`config.mk`:
```
export PLATFORM = sky130hd
export DESIGN_NAME = z_core_control_unit
export DESIGN_NICKNAME = d
export VERILOG_FILES = /design/src/rtl/z_core_ctrl_pkg.sv /design/src/rtl/z_core_mem_timeout.sv /design/src/rtl/z_core_control_unit.sv
export SDC_FILE = /design/constraint.sdc
export NUM_CORES = 1
export LEC_CHECK = 0
export CAP_MARGIN = 20
export CORE_MARGIN = 3
export CORE_UTILIZATION = 52
export DETAILED_ROUTE_END_ITERATION = 6
export PLACE_DENSITY = 0.84
export SYNTH_ARGS = -nofsm -noshare
export SYNTH_HDL_FRONTEND = slang
export SYNTH_SLANG_ARGS = --single-unit
export TNS_END_PERCENT = 100
```
`constraint.sdc`:
```
create_clock -name clk -period 2.6 [get_ports clk]
set_input_delay 0.26 -clock clk [delete_from_list [all_inputs] [get_ports clk]]
set_output_delay 0.26 -clock clk [all_outputs]
set_load 0.01 [all_outputs]
```
`src/rtl/z_core_ctrl_pkg.sv`:
```
// z_core_ctrl_pkg: shared opcodes, FSM state encoding and datapath select codes for the Z-Core control unit.
package z_core_ctrl_pkg;
   localparam logic [6:0] OPC_LUI    = 7'b0110111;
   localparam logic [6:0] OPC_AUIPC  = 7'b0010111;
   localparam logic [6:0] OPC_JAL    = 7'b1101111;
   localparam logic [6:0] OPC_JALR   = 7'b1100111;
   localparam logic [6:0] OPC_BRANCH = 7'b1100011;
   localparam logic [6:0] OPC_LOAD   = 7'b0000011;
   localparam logic [6:0] OPC_STORE  = 7'b0100011;
   localparam logic [6:0] OPC_OPIMM  = 7'b0010011;
   localparam logic [6:0] OPC_OP     = 7'b0110011;
   localparam logic [6:0] OPC_FENCE  = 7'b0001111;
   localparam logic [6:0] OPC_SYSTEM = 7'b1110011;

   typedef enum logic [2:0] {
      S_FETCH   = 3'd0,
      S_DECODE  = 3'd1,
      S_EXECUTE = 3'd2,
      S_MEM     = 3'd3,
      S_WB      = 3'd4,
      S_TRAP    = 3'd5
   } state_t;

   localparam logic [1:0] PC_PLUS4 = 2'b00;
   localparam logic [1:0] PC_IMM   = 2'b01;
   localparam logic [1:0] PC_ALU   = 2'b10;

   localparam logic [1:0] WB_ALU  = 2'b00;
   localparam logic [1:0] WB_MEM  = 2'b01;
   localparam logic [1:0] WB_PC4  = 2'b10;
   localparam logic [1:0] WB_UIMM = 2'b11;

   localparam logic ALU_A_RS1 = 1'b0;
   localparam logic ALU_A_PC  = 1'b1;
   localparam logic ALU_B_RS2 = 1'b0;
   localparam logic ALU_B_IMM = 1'b1;

   // SYSTEM is deliberately absent: the core has no CSR/ECALL support and traps on it.
   function automatic logic is_legal(input logic [6:0] op);
      return op inside {OPC_LUI, OPC_AUIPC, OPC_JAL, OPC_JALR, OPC_BRANCH,
                        OPC_LOAD, OPC_STORE, OPC_OPIMM, OPC_OP, OPC_FENCE};
   endfunction
endpackage

```
`src/rtl/z_core_mem_timeout.sv`:
```
// z_core_mem_timeout: counts stalled memory-request cycles and flags a timeout on the last allowed one.
module z_core_mem_timeout #(
   parameter int MEM_TIMEOUT = 16
) (
   input  logic clk,
   input  logic rstn,
   input  logic active,
   input  logic ready,
   input  logic clr,
   output logic expired
);
   localparam logic       ENABLED = MEM_TIMEOUT != 0;
   localparam logic [7:0] LAST    = 8'(MEM_TIMEOUT - 1);

   logic [7:0] cnt;

   always_ff @(posedge clk or negedge rstn) begin
      if (!rstn)
         cnt <= '0;
      else if (clr || ready)
         cnt <= '0;
      else if (active)
         cnt <= cnt + 8'd1;
   end

   // A ready arriving on the last allowed cycle still completes normally.
   assign expired = ENABLED && active && !ready && cnt == LAST;
endmodule

```
`src/rtl/z_core_control_unit.sv`:
```
// z_core_control_unit: multi-cycle FETCH/DECODE/EXECUTE/MEM/WB sequencer driving the Z-Core datapath,
// with sticky illegal-opcode and memory-timeout traps.
module z_core_control_unit
   import z_core_ctrl_pkg::*;
#(
   parameter int MEM_TIMEOUT = 16
) (
   input  logic       clk,
   input  logic       rstn,
   input  logic [6:0] op,
   input  logic [2:0] funct3,
   input  logic       br_taken,
   input  logic       mem_ready,
   output logic       mem_valid,
   output logic       mem_we,
   output logic       mem_addr_sel,
   output logic       ir_we,
   output logic       pc_we,
   output logic [1:0] pc_sel,
   output logic       alu_a_sel,
   output logic       alu_b_sel,
   output logic       rf_we,
   output logic [1:0] wb_sel,
   output logic       illegal,
   output logic       bus_err,
   output logic       halted
);
   state_t state, state_nxt;
   logic   expired;
   logic   a_sel, b_sel;
   logic   unused;

   // Branch conditions are resolved by the ALU, so funct3 carries no control information here.
   assign unused = ^funct3;
   assign a_sel  = (op == OPC_AUIPC || op == OPC_JAL) ? ALU_A_PC : ALU_A_RS1;
   assign b_sel  = (op == OPC_OP || op == OPC_BRANCH) ? ALU_B_RS2 : ALU_B_IMM;

   z_core_mem_timeout #(.MEM_TIMEOUT(MEM_TIMEOUT)) u_timeout (
      .clk    (clk),
      .rstn   (rstn),
      .active (mem_valid),
      .ready  (mem_ready),
      .clr    (state_nxt != state),
      .expired(expired)
   );

   always_ff @(posedge clk or negedge rstn) begin
      if (!rstn) begin
         state   <= S_FETCH;
         illegal <= 1'b0;
         bus_err <= 1'b0;
      end else begin
         state   <= state_nxt;
         illegal <= illegal | (state == S_DECODE && !is_legal(op));
         bus_err <= bus_err | expired;
      end
   end

   always_comb begin
      state_nxt    = state;
      mem_valid    = 1'b0;
      mem_we       = 1'b0;
      mem_addr_sel = 1'b0;
      ir_we        = 1'b0;
      pc_we        = 1'b0;
      pc_sel       = PC_PLUS4;
      alu_a_sel    = ALU_A_RS1;
      alu_b_sel    = ALU_B_RS2;
      rf_we        = 1'b0;
      wb_sel       = WB_ALU;
      halted       = 1'b0;
      unique case (state)
         S_FETCH: begin
            mem_valid = 1'b1;
            ir_we     = mem_ready;
            state_nxt = mem_ready ? S_DECODE : expired ? S_TRAP : S_FETCH;
         end
         S_DECODE:
            state_nxt = is_legal(op) ? S_EXECUTE : S_TRAP;
         S_EXECUTE: begin
            alu_a_sel = a_sel;
            alu_b_sel = b_sel;
            pc_we     = op == OPC_BRANCH || op == OPC_FENCE;
            pc_sel    = (op == OPC_BRANCH && br_taken) ? PC_IMM : PC_PLUS4;
            state_nxt = pc_we ? S_FETCH : (op == OPC_LOAD || op == OPC_STORE) ? S_MEM : S_WB;
         end
         S_MEM: begin
            mem_valid    = 1'b1;
            mem_addr_sel = 1'b1;
            mem_we       = op == OPC_STORE;
            alu_a_sel    = a_sel;
            alu_b_sel    = b_sel;
            pc_we        = mem_we && mem_ready;
            state_nxt    = mem_ready ? (mem_we ? S_FETCH : S_WB) : expired ? S_TRAP : S_MEM;
         end
         // Operand selects stay driven so the ALU result (JALR target, write-back value) is still valid.
         S_WB: begin
            alu_a_sel = a_sel;
            alu_b_sel = b_sel;
            rf_we     = 1'b1;
            pc_we     = 1'b1;
            wb_sel    = op == OPC_LOAD ? WB_MEM :
                        (op == OPC_JAL || op == OPC_JALR) ? WB_PC4 :
                        op == OPC_LUI ? WB_UIMM : WB_ALU;
            pc_sel    = op == OPC_JAL ? PC_IMM : op == OPC_JALR ? PC_ALU : PC_PLUS4;
            state_nxt = S_FETCH;
         end
         S_TRAP:
            halted = 1'b1;
         default:
            state_nxt = S_FETCH;
      endcase
      // Nothing leaves the unit while reset is held, including an in-flight write-back.
      if (!rstn) begin
         mem_valid    = 1'b0;
         mem_we       = 1'b0;
         mem_addr_sel = 1'b0;
         ir_we        = 1'b0;
         pc_we        = 1'b0;
         pc_sel       = PC_PLUS4;
         alu_a_sel    = ALU_A_RS1;
         alu_b_sel    = ALU_B_RS2;
         rf_we        = 1'b0;
         wb_sel       = WB_ALU;
         halted       = 1'b0;
      end
   end
endmodule

```
==> flow_summary.json, run 1 <==
{
  "drv_cap": 0,
  "dr_total_vias": 1121,
  "drc": 0,
  "layout-drive-gt1-share_pct": 16.3,
  "crit_type": "in -> out",
  "synth.distinct_cells": 51,
  "clock_sinks": 13,
  "timing.fmax_mhz": 403,
  "setup_viol": 0,
  "layout.nets": 176,
  "htree_num_levels": 1,
  "diodes": 0,
  "syn_area_per_cell_um2": 8.87,
  "area_growth_pct": 32.6,
  "cts.path.max_buffers": 2,
  "status": "finished, final reports clean",
  "hold_buffers": 0,
  "grt_setup_unrepaired": "no",
  "drt_wl_total_um": 3000,
  "ir_drop_uv": 347,
  "path_clk_slew_ns": 0.07,
  "avgViaCountPerCell": 5.99,
  "finalHoldViolCount": 0,
  "worst_setup_path_end_kind": "output port",
  "io_pins": 29,
  "cts_tree": "yes",
  "post-route-period-util_pct": 95.3,
  "max_slew_margin_pct": 65.0,
  "grt_max_degree": 14,
  "hold_path.class": "in -> async",
  "fin_setup_tns_ns": 0,
  "post-cts-setup-buffer-count": 0,
  "ys_warn_count": 0,
  "synthFlopType": "dfrtp_1",
  "placed_area_mm2": 0.00146,
  "whs_ns": 0.199,
  "final.min_clock_period_ns": 2.48,
  "final_cells": 187,
  "syn_nets": 145,
  "ys_async_sr_fraction_pct": 100,
  "globalRouteOverflowTotal": 0,
  "ant_nets": 0,
  "ys_seq_elements": 13,
  "root_buffer": "clkbuf_4",
  "leakage_nw": 0.621,
  "arrival_ns": 2.22,
  "startpoint_type": "input port",
  "num_rows": 16,
  "start_util_pct": 57.1,
  "design.die.area_mm2": 0.00282,
  "dp_cells": 183,
  "drtPass1Iterations": 5,
  "finalClockSkew_ns": 0.00550,
  "syn_area_mm2": 0.00115,
  "hpwl_um": 2190,
  "fill_cells": 149,
  "grt_use_total_pct": 24.6,
  "die_h_um": 53.1,
  "cp_data_required_time_ns": 2.34,
  "numCtsBuffers": 3,
  "routedWlPerCell_um": 16.0,
  "grt_pass1_vias": 1108,
  "final_area_mm2": 0.00153,
  "synth_cells": 130,
  "core_area_mm2": 0.00202,
  "maxSlewViolCount": 0,
  "yosysSeqAreaShare_pct": 28.2,
  "p_per_area_mw_per_mm2": 513,
  "synth-edff-count": 0,
  "port_buffers": 25,
  "grt_pass1_wl_um": 5040,
  "fp.dieW_um": 53.1,
  "gp_congestion": 0.847,
  "max_slew.worst_pin.slew_ns": 0.524,
  "antenna_found_initial": 0,
  "clk_latency_ns": 0.28,
  "crit_fanout": 11,
  "drtIter0Drc": 26,
  "fin_util_pct": 75.7
}
-- final timing paths --
path | start | end | slack, ns | cells past startpoint
worst min-delay path | rstn | state[0]$_DFF_PN0_ | 0.20 | 1
worst max-delay path | op[5] | pc_we | 0.12 | 7
worst max register to register | state[0]$_DFF_PN0_ | u_timeout.cnt[2]$_DFFE_PN0P_ | 0.96 | 4
worst min register to register | bus_err$_DFF_PN0_ | bus_err$_DFF_PN0_ | 0.49 | 1
max in group asynchronous | rstn | state[2]$_DFF_PN0_ | 2.00 | 2
min in group clk | bus_err$_DFF_PN0_ | bus_err$_DFF_PN0_ | 0.49 | 1
-- critical path, cell delays in order --
cell and delay [ns]:
clkdlybuf4s50_1 0.47, buf_4 0.20, nor2b_2 0.17, and4b_1 0.24
a221oi_1 0.31, nor2b_1 0.09, clkdlybuf4s50_1 0.49
-- timing repair --
item	in CTS	in global routing
pin swaps	0	1
cloned	0	0
resized for setup	2	8
setup endpoints to repair	1	2
-- per-stage QoR --
step / setup WS, ns / power, mW
global route: 0.0104 / 0.837
detailed placement: -0.0627 / 0.643
floorplan: 1.03 / 0.516
finish: 0.121 / 0.786
global placement: 0.0499 / 0.636
CTS: 0.0591 / 0.771
-- synthesized netlist by cell type, drive strengths merged (2+ instances only) --
master / n / area [um^2]
and4b: 4 / 40.0
a21oi: 5 / 36.3
and2b: 3 / 22.5
nand3: 6 / 35.0
a2111oi: 2 / 18.8
nand4bb: 3 / 33.8
nand2: 8 / 30.0
o2111ai: 2 / 17.5
a31o: 2 / 17.5
xnor2: 2 / 25.0
xor2: 7 / 61.3
o311ai: 2 / 25.0
nor2: 8 / 30.0
nor2b: 3 / 18.8
and3: 4 / 25.0
nand2b: 4 / 25.0
dfrtp: 13 / 325
o21ai: 2 / 10.0
and2: 3 / 18.8
nor3: 11 / 60.1
buf: 9 / 56.3
nor4b: 3 / 26.3
inv: 4 / 15.0
nand4: 2 / 12.5
and4: 2 / 17.5
-- registers in the layout (all words and copies together) (netlist names) --
register,flops
u_timeout.cnt,8
state,3
bus_err,1
illegal,1
-- cells by family (layout without fill, tap and decap cells) --
logic type               Yosys count  count (layout)  synth area share [%]
XOR/XNOR                           9               9                  7.48
adder cells (fa/ha/maj)            1               1                  1.08
AO/OA/AOI/OAI                     23              23                  17.1
AND/OR/NAND/NOR                   70              70                  39.0
flip-flops                        13              13                  28.2
multiplexers                       1               1                 0.868
buffers and inverters             13              43                  6.18
-- where the power goes --
part	internal (mW)	total, mW	switching, mW
clock network	0.0596	0.127	0.0674
registers	0.223	0.267	0.0437
logic	0.170	0.392	0.222
total	0.453	0.786	0.333
-- layout by cell type (no fill, tap or decap), drive strengths merged, types with 2 or more instances in the layout --
cell	instances
nand2	8
nor2b	3
and2	3
xor2	7
nand4bb	3
buf	10
nor4b	3
dfrtp	13
o21ai	2
dlymetal6s2s	3
a21oi	5
and3	4
a31o	2
o311ai	2
nand4	2
nand3	6
inv	4
clkbuf	4
and4	2
a2111oi	2
nor3	11
and4b	4
nand2b	4
clkdlybuf4s50	22
nor2	8
xnor2	2
o2111ai	2
and2b	3
-- layer usage --
layer / up-vias / GRT usage [%] / wire length (um)
li1: 554 / - / -
met1: 529 / 33.5 / 1450
met2: 32 / 38.4 / 1350
met3: 6 / 3.66 / 122
met4: 0 / 10.2 / 76
met5: - / 0 / 0
-- final cells by class --
class	count	area, um^2	area share [%]
Tap cell	27	33.8	2.21
Multi-Input combinational cell	104	795	51.9
Sequential cell	13	328	21.4
Clock buffer	4	26.3	1.72
Inverter	4	15.0	0.981
Timing Repair Buffer	35	333	21.7
No activity file was read; power rests on OpenSTA's default activity.
==> inputs of run 2 (changes only) <==
- SLEW_MARGIN: unset -> 10
==> results of run 2 <==
Final layout, timing and power as in run 1 (identical DEF).
==> inputs of run 3 (changes only) <==
- ABC_AREA: unset -> 1
- CORE_UTILIZATION: 52 -> 51
==> flow_summary.json, run 3 <==
{
  "synthMuxAreaShare_pct": 0.949,
  "final_area_mm2": 0.00137,
  "synth-edff-count": 0,
  "syn_nets": 178,
  "port_buffers": 25,
  "clk_latency_ns": 0.27,
  "p_per_area_mw_per_mm2": 269,
  "io_pins": 29,
  "top_usage_layer": "met2",
  "crit_type": "in -> out",
  "ys_async_sr_fraction_pct": 100,
  "yosysSeqAreaShare_pct": 30.8,
  "routedWlPerCell_um": 11.2,
  "largest_reg_flops": 8,
  "maxSlewViolCount": 0,
  "grt_pass1_vias": 1019,
  "gp_congestion": 0.851,
  "regMostFlops": "u_timeout.cnt",
  "synth-xor-area-share_pct": 4.98,
  "grt_setup_unrepaired": "no",
  "hpwl_um": 2060,
  "drtPass1Iterations": 4,
  "fp.dieW_um": 51.5,
  "yosys.area.top_type": "dfrtp_1",
  "finalHoldViolCount": 0,
  "leakage_nw": 0.701,
  "crit_fanout": 5,
  "fin_setup_tns_ns": 0,
  "ant_nets": 0,
  "layout-drive-gt1-share_pct": 9.33,
  "status": "finished, final reports clean",
  "grtUsageMet2_pct": 34.5,
  "drv_cap": 0,
  "grt_max_degree": 14,
  "dr_total_vias": 1097,
  "ys_top_cells_by_count": "nand2_1 (42), nor2_1 (32), inv_1 (26)",
  "syn_area_mm2": 0.00105,
  "synthSimpleGateAreaFrac_pct": 45.3,
  "fill_cells": 160,
  "cts_resized": 0,
  "cp_data_required_time_ns": 2.34,
  "final.min_clock_period_ns": 2.41,
  "synth_most_common_cell": "nand2_1",
  "gr-usage-met3_pct": 5.54,
  "setup_viol": 0,
  "htree_num_levels": 1,
  "antenna_found_initial": 0,
  "synth-compound-area-share_pct": 7.12,
  "design.die.area_mm2": 0.00265,
  "largestRegisters": "u_timeout.cnt: 8 flops, state: 3 flops",
  "ir_drop_uv": 349,
  "path_clk_slew_ns": 0.07,
  "numCtsBuffers": 3,
  "avgViaCountPerCell": 5.03,
  "final_common_cell": "nand2_1",
  "worst_setup_path_end_kind": "output port",
  "cts_tree": "yes",
  "start_util_pct": 57.3,
  "ys_warn_count": 0,
  "root_buffer": "clkbuf_4",
  "num_rows": 15,
  "layout.nets": 209,
  "hold_path.class": "in -> async",
  "hold_buffers": 0,
  "diodes": 0,
  "final_cell_mix": "nand2_1 (42), nor2_1 (32), inv_1 (26)",
  "ys_seq_elements": 13,
  "synth.distinct_cells": 27,
  "grt_pass1_wl_um": 4440,
  "use_met1_pct": 30.7,
  "drc": 0,
  "yosys-top-cells-area": "dfrtp_1 (31%), nand2_1 (15%), nor2_1 (11%), inv_1 (9.3%), nand3_1 (5.2%)",
  "yosys.area_share.adder_pct": 1.19,
  "die_h_um": 51.5,
  "max_slew_margin_pct": 77.9,
  "core_area_mm2": 0.00184,
  "post-route-period-util_pct": 92.8,
  "synth_top_area_share_pct": 30.8,
  "globalRouteOverflowTotal": 0,
  "post-cts-setup-buffer-count": 0,
  "drt_wl_total_um": 2450,
  "syn_area_per_cell_um2": 6.47,
  "clock_sinks": 13,
  "area_growth_pct": 29.9,
  "finalClockSkew_ns": 0.00147,
  "max_slew.worst_pin.slew_ns": 0.330,
  "arrival_ns": 2.15,
  "timing.fmax_mhz": 415,
  "placed_area_mm2": 0.00134,
  "startpoint_type": "input port",
  "drtIter0Drc": 41,
  "grt_use_total_pct": 22.2,
  "synthFlopType": "dfrtp_1",
  "synth_top_family_by_area": "simple AND/OR/NAND/NOR gates",
  "cts.path.max_buffers": 2,
  "synth_cells": 163
}
## run 3: cell count changes after synthesis, sizes merged, moves of 3 or more
cell     change
and4b        -4
and2b        -3
nor3         -9
nand2       +40
buf          -9
nand2b       -4
and3         -3
inv         +23
nor2b        -3
nand4bb      -3
nor2        +25
nand3        +7
## run 3: metal layers
| metal | wire length [um] | vias up |
|---|---|---|
| li1 | - | 572 |
| met3 | 178 | 2 |
| met1 | 1120 | 489 |
| met5 | 0 | - |
| met2 | 1140 | 34 |
| met4 | 8 | 0 |
## run 3: where the power goes
part | switching [mW] | internal (mW)
Clock | 0.0602 | 0.0594
Sequential | 0 | 0.202
Combinational | 0.0252 | 0.0213
Total | 0.0854 | 0.283
## run 3: cells by family after synthesis
kind of cell,count (synthesis)
compound gates,11
xor+xnor,6
fa+ha+maj,1
buf+inv,27
flops,13
mux,1
simple gates,104
## run 3: worst max-delay path, cell delays in order
cell	delay, ns
clkdlybuf4s50_1	0.46
nand2_1	0.11
nor2_1	0.27
nand2_1	0.18
a21boi_0	0.18
o21ai_0	0.10
inv_1	0.07
clkdlybuf4s50_1	0.52
## run 3: per-stage QoR
stage | hold WS [ns] | std cells | power [mW] | utilization, % | setup slack, ns
after CTS | 0.454 | 218 | 0.376 | 74.5 | 0.187
after global routing | 0.452 | 218 | 0.394 | 74.5 | 0.00785
after global placement | 0.446 | 214 | 0.252 | 73.1 | 0.256
final | 0.456 | 218 | 0.368 | 74.5 | 0.188
after detailed placement | 0.460 | 214 | 0.253 | 73.1 | 0.200
after floorplan | -0.0356 | 163 | 0.224 | - | 0.935
## run 3: area by class of cell
type,count,area [um^2],share of cell area (%)
Multi-Input combinational cell,123,628,45.8
Sequential cell,13,325,23.7
Timing Repair Buffer,26,258,18.8
Inverter,27,101,7.40
Tap cell,25,31.3,2.28
Clock buffer,4,26.3,1.92
## run 3: path summary, 6_finish.rpt
path | from | cells after the start | endpoint | slack [ns]
max in group asynchronous | rstn | 2 | state[1]$_DFF_PN0_ | 1.99
min reg2reg | bus_err$_DFF_PN0_ | 2 | bus_err$_DFF_PN0_ | 0.47
max reg2reg | state[2]$_DFF_PN0_ | 12 | u_timeout.cnt[5]$_DFFE_PN0P_ | 0.75
min | rstn | 2 | u_timeout.cnt[5]$_DFFE_PN0P_ | 0.46
min in group clk | bus_err$_DFF_PN0_ | 2 | bus_err$_DFF_PN0_ | 0.47
max | op[1] | 8 | pc_we | 0.19
